### config.mk
export PLATFORM = sky130hd
export DESIGN_NAME = nn_weight_loader
export DESIGN_NICKNAME = d
export VERILOG_FILES = /design/src/rtl/nn_weight_loader.sv
export SDC_FILE = /design/constraint.sdc
export NUM_CORES = 1
export LEC_CHECK = 0
export ABC_AREA = 0
export BUFFER_PORTS_ARGS = -buffer_cell sky130_fd_sc_hd__buf_4
export CORE_UTILIZATION = 40
export DETAILED_ROUTE_END_ITERATION = 10
export GPL_ROUTABILITY_DRIVEN = 0
export PLACE_DENSITY = 0.77
export SYNTH_ARGS = -nofsm -noshare
export SYNTH_HDL_FRONTEND = slang
export SYNTH_SLANG_ARGS = --single-unit
### constraint.sdc
create_clock -name clk -period 2.88 [get_ports clk]
set_clock_uncertainty 0.15 [all_clocks]
set_input_delay 0.288 -clock clk [delete_from_list [all_inputs] [get_ports clk]]
set_output_delay 0.288 -clock clk [all_outputs]
set_load 0.01 [all_outputs]
### src/rtl/nn_weight_loader.sv
// Streams a valid/ready weight sequence into the per-node shift registers of the
// two-layer network: one-hot node select on `we`, weight word on `bus`.
module nn_weight_loader #(
  parameter int sx  = 4,
  parameter int sl1 = 3,
  parameter int sl2 = 2,
  parameter int nd  = sl1 + sl2,
  parameter int n   = 16
) (
  input  logic                clk,
  input  logic                rst,
  input  logic                start,
  input  logic                abort,
  input  logic signed [n-1:0] w_in,
  input  logic                w_valid,
  output logic                w_ready,
  output logic [nd-1:0]       we,
  output logic signed [n-1:0] bus,
  output logic                busy,
  output logic                done,
  output logic [1:0]          state_dbg
);

  localparam int wt   = sx * sl1 + sl1 * sl2;
  localparam int lmax = (sx > sl1) ? sx : sl1;
  localparam int wcw  = $clog2(lmax + 1);
  localparam int ncw  = $clog2(nd + 1);

  localparam logic [1:0] st_idle = 2'd0;
  localparam logic [1:0] st_load = 2'd1;
  localparam logic [1:0] st_done = 2'd2;

  if (nd != sl1 + sl2 || wt < nd) begin : g_bad_params
    $error("nn_weight_loader: nd must equal sl1+sl2");
  end

  // Handshake: a beat transfers on a rising edge where w_valid && w_ready;
  // w_ready is high exactly while loading and never depends on w_valid.
  logic [1:0]     state;
  logic [wcw-1:0] word;
  logic [ncw-1:0] node;
  logic           accept;
  logic           word_wrap;
  logic           final_beat;
  logic [nd-1:0]  sel;
  int             lim;

  always_comb begin
    lim        = (int'(node) < sl1) ? sx : sl1;
    accept     = w_valid && (state == st_load);
    word_wrap  = (int'(word) == lim - 1);
    final_beat = word_wrap && (int'(node) == nd - 1);
    sel        = '0;
    // Layer-1 node 0 lives on the top bit of we.
    for (int i = 0; i < nd; i++) sel[i] = (int'(node) == nd - 1 - i);
  end

  assign w_ready   = (state == st_load);
  assign busy      = (state != st_idle);
  assign done      = (state == st_done);
  assign state_dbg = state;

  always_ff @(posedge clk or negedge rst) begin
    if (!rst) begin
      state <= st_idle;
      word  <= '0;
      node  <= '0;
      we    <= '0;
      bus   <= '0;
    end else begin
      case (state)
        st_idle: begin
          we <= '0;
          if (start) begin
            state <= st_load;
            word  <= '0;
            node  <= '0;
          end
        end
        st_load: begin
          if (abort) begin
            // A beat arriving with abort is dropped; nodes keep partial contents.
            state <= st_idle;
            word  <= '0;
            node  <= '0;
            we    <= '0;
          end else if (accept) begin
            bus <= w_in;
            we  <= sel;
            if (word_wrap) begin
              word <= '0;
              node <= node + ncw'(1);
            end else begin
              word <= word + wcw'(1);
            end
            if (final_beat) state <= st_done;
          end else begin
            we <= '0;
          end
        end
        st_done: begin
          state <= st_idle;
          word  <= '0;
          node  <= '0;
          we    <= '0;
        end
        default: begin
          state <= st_idle;
          we    <= '0;
        end
      endcase
    end
  end

endmodule

==> results.md <==
- Initial drt markers: 63
- Antenna diode count: 0
- Peak VDD IR: 0.000273 V
- Root buf cell: clkbuf_4
- Area of the multi-input gates: 517 um2
- Vias in the first global route: 1,090
- Crit path time final: 1750 ps
- PwrDens: 582 nW/um2
- Non-Filler Instances: 233
- Placed insts: 216
- Dpl cell area: 1680 um2
- Post-detail-place hpwl: 2020 um
- # setup viols final: 0
- Worst Path Arrival: 1810 ps
- Gr ovfl total: 0
- Total number of vias: 1,061
- Die ar.: 3420 um2
- Yosys warnings: 0
- Largest net degree at the start of global routing: 30
- Die Span X: 58.5 um
- R2r startpoint: state_dbg[1]$_DFFE_PN0P_
- Worst setup path start: state_dbg[1]$_DFFE_PN0P_
- Nets@finish: 215
- Rel. slew slack: 0.747
- First-pass iteration count of the detailed router: 5
- Final Hold Viols: 0
- # IOs: 47
- Fmax: 573 MHz
- Sequential Power Share: 0.480
- CTS Buf Count: 5
- Synth Instances: 128
- Worst-path clk slew: 90 ps
- Register area share after synthesis: 0.569
- Via/cell ratio: 4.55
- First-pass GRT wire length: 4510 um
- Switching power: 0.308 mW
- P&R area growth vs syn: 43.9%
- H-tree levels: 2
- Max_cap viols: 0
- Leading area contributor after synthesis: dfrtp_1
- Setup bufs post-CTS: 0
- Core area: 3030 um2
- Post-place setup slack: 1170 ps
- Post-Syn Area: 1280 um2
- FF+latch area: 726 um2
- All-layer global routing usage: 0.179
- Worst Path Class, Setup: reg2reg
- Critical Path RT: 2950 ps
- Final worst setup slack: 1130 ps
- Sw Share: 0.289
- Pwr Total: 1.07 mW
- Post-route cell area: 1840 um2
- Clock share of power: 0.259
- Floorplan row count: 20
- FF+latch count, synth: 29
- Synth Area per Inst: 9.97 um2
- Bufs on Longest Clock Path: 2
- P_leak: 1.01 nW
- Distinct cells, synth: 29
- CP endpoint kind: flip-flop
- Hold Crit Class: in2reg
- Run status: complete, no violations
- Worst-Skew Late Latency: 320 ps
- Unrepaired setup endpoints after global routing: no
- Top cells by area, synth: dfrtp_1 57%, nand2_1 14%, ha_1 5.9%
- Post-route ant nets: 0
- Share of cells above drive strength 1: 0.339
- Final Core Density: 0.607
- Hold slack: 8.76 ps
- Slew @ Worst Pin: 369 ps
- Initial antenna violation count: 0
- Sink Count: 29
- Startpoint types: flip-flop
- Comb pwr share: 0.260
- Synth top area share: 0.569
- # port buffers: 46
- Tcrit/Tclk final: 0.606
- Fill cells: 243
- Net Count, Synth: 155
- Pint: 0.760 mW
- Slew Viols, Final: 0
- Drt wl/cell: 12.0 um
- DR DRC count: 0
- Initial Util: 0.421
- Hold Path Origin: w_in[9]
- Drt total wl: 2800 um
- Die Ht: 58.5 um
- CTS tree: built
- Setup TNS: 0 ps
- CP Max Fanout: 6
cell usage in the layout (no fill, tap or decap), types with 2 or more instances in the layout:
cell	count
dlygate4sd3_1	9
clkbuf_8	2
dfrtp_1	29
clkbuf_4	5
inv_1	7
nand2_1	48
o21ai_0	3
and3_1	5
buf_4	47
mux2i_1	2
nor2_1	4
nand3_1	2
ha_1	6
cells by family after synthesis:
| group | Yosys count | synth area share |
|---|---|---|
| buf+inv | 10 | 0.0304 |
| flops | 29 | 0.569 |
| mux | 3 | 0.0245 |
| simple gates | 70 | 0.258 |
| fa+ha+maj | 6 | 0.0588 |
| compound gates | 10 | 0.0598 |
power groups by stage:
stage | clock [mW] | sequential [mW] | combinational (mW)
final | 0.277 | 0.513 | 0.278
after global routing | 0.308 | 0.521 | 0.306
after CTS | 0.289 | 0.512 | 0.282
after detailed placement | 0 | 0.521 | 0.271
after global placement | 0 | 0.517 | 0.266
after floorplan | 0 | 0.547 | 0.0887
cells in the mapped netlist:
| cell type | instances |
|---|---|
| nand2_1 | 48 |
| dfrtp_1 | 29 |
| inv_1 | 7 |
| ha_1 | 6 |
| and3_1 | 5 |
| nor2_1 | 4 |
| o21ai_0 | 3 |
| clkbuf_1 | 2 |
| mux2i_1 | 2 |
| nand3_1 | 2 |
| nor3_1 | 2 |
| a21bo_1 | 1 |
| a21o_2 | 1 |
| a21oi_1 | 1 |
| a22o_1 | 1 |
| and2b_2 | 1 |
| and3b_1 | 1 |
| buf_2 | 1 |
| mux2_2 | 1 |
| nand2_2 | 1 |
| nand2b_1 | 1 |
| nand2b_4 | 1 |
| nand4_1 | 1 |
| nor3b_1 | 1 |
| nor3b_4 | 1 |
| o22ai_2 | 1 |
| o2bb2ai_1 | 1 |
| o31ai_1 | 1 |
| or2_2 | 1 |
what timing repair did:
item | 4_1_cts | 5_1_grt
endpoints found under the setup margin | 0 | 0
hold endpoints to repair | 37 | 0
gates resized for setup | 0 | 0
hold buffers | 9 | 0
final timing paths:
path,end,slack [ps],cells after the start
max in group asynchronous,we[2]$_DFF_PN0_,2050,2
setup reg to reg,node[0]$_DFFE_PN0P_,1130,4
setup / recovery,node[0]$_DFFE_PN0P_,1130,4
min in group asynchronous,word[0]$_DFFE_PN0P_,260,2
hold reg to reg,bus[0]$_DFFE_PN0P_,340,2
hold / removal,bus[9]$_DFFE_PN0P_,9,3
flip-flops by register name, summed over array words and instances (netlist names):
| signal | flops |
|---|---|
| bus | 16 |
| state_dbg | 2 |
| node | 3 |
| word | 3 |
| we | 5 |
routing by layer:
layer,part of all wire,vias up,wire (um),track usage
met3,0.052,5,146,0.0462
met1,0.43,492,1200,0.205
met2,0.51,35,1430,0.312
met4,0.011,0,30,0.0850
li1,-,529,-,-
met5,0,-,0,0
critical path, cell delays in order (launching register included):
cell,delay (ps)
dfrtp_1,470
nand2b_4,200
o22ai_2,280
a21bo_1,270
mux2_2,270
cell type report:
cell class	instances	area share
repair buffers	56	0.241
well taps	44	0.0300
inverters	7	0.0143
clock buffers	7	0.0354
clock inverters	1	0.00272
flip-flops and latches	29	0.395
multi-input cells	89	0.281
Note: power is estimated with default switching activity, not from simulation.
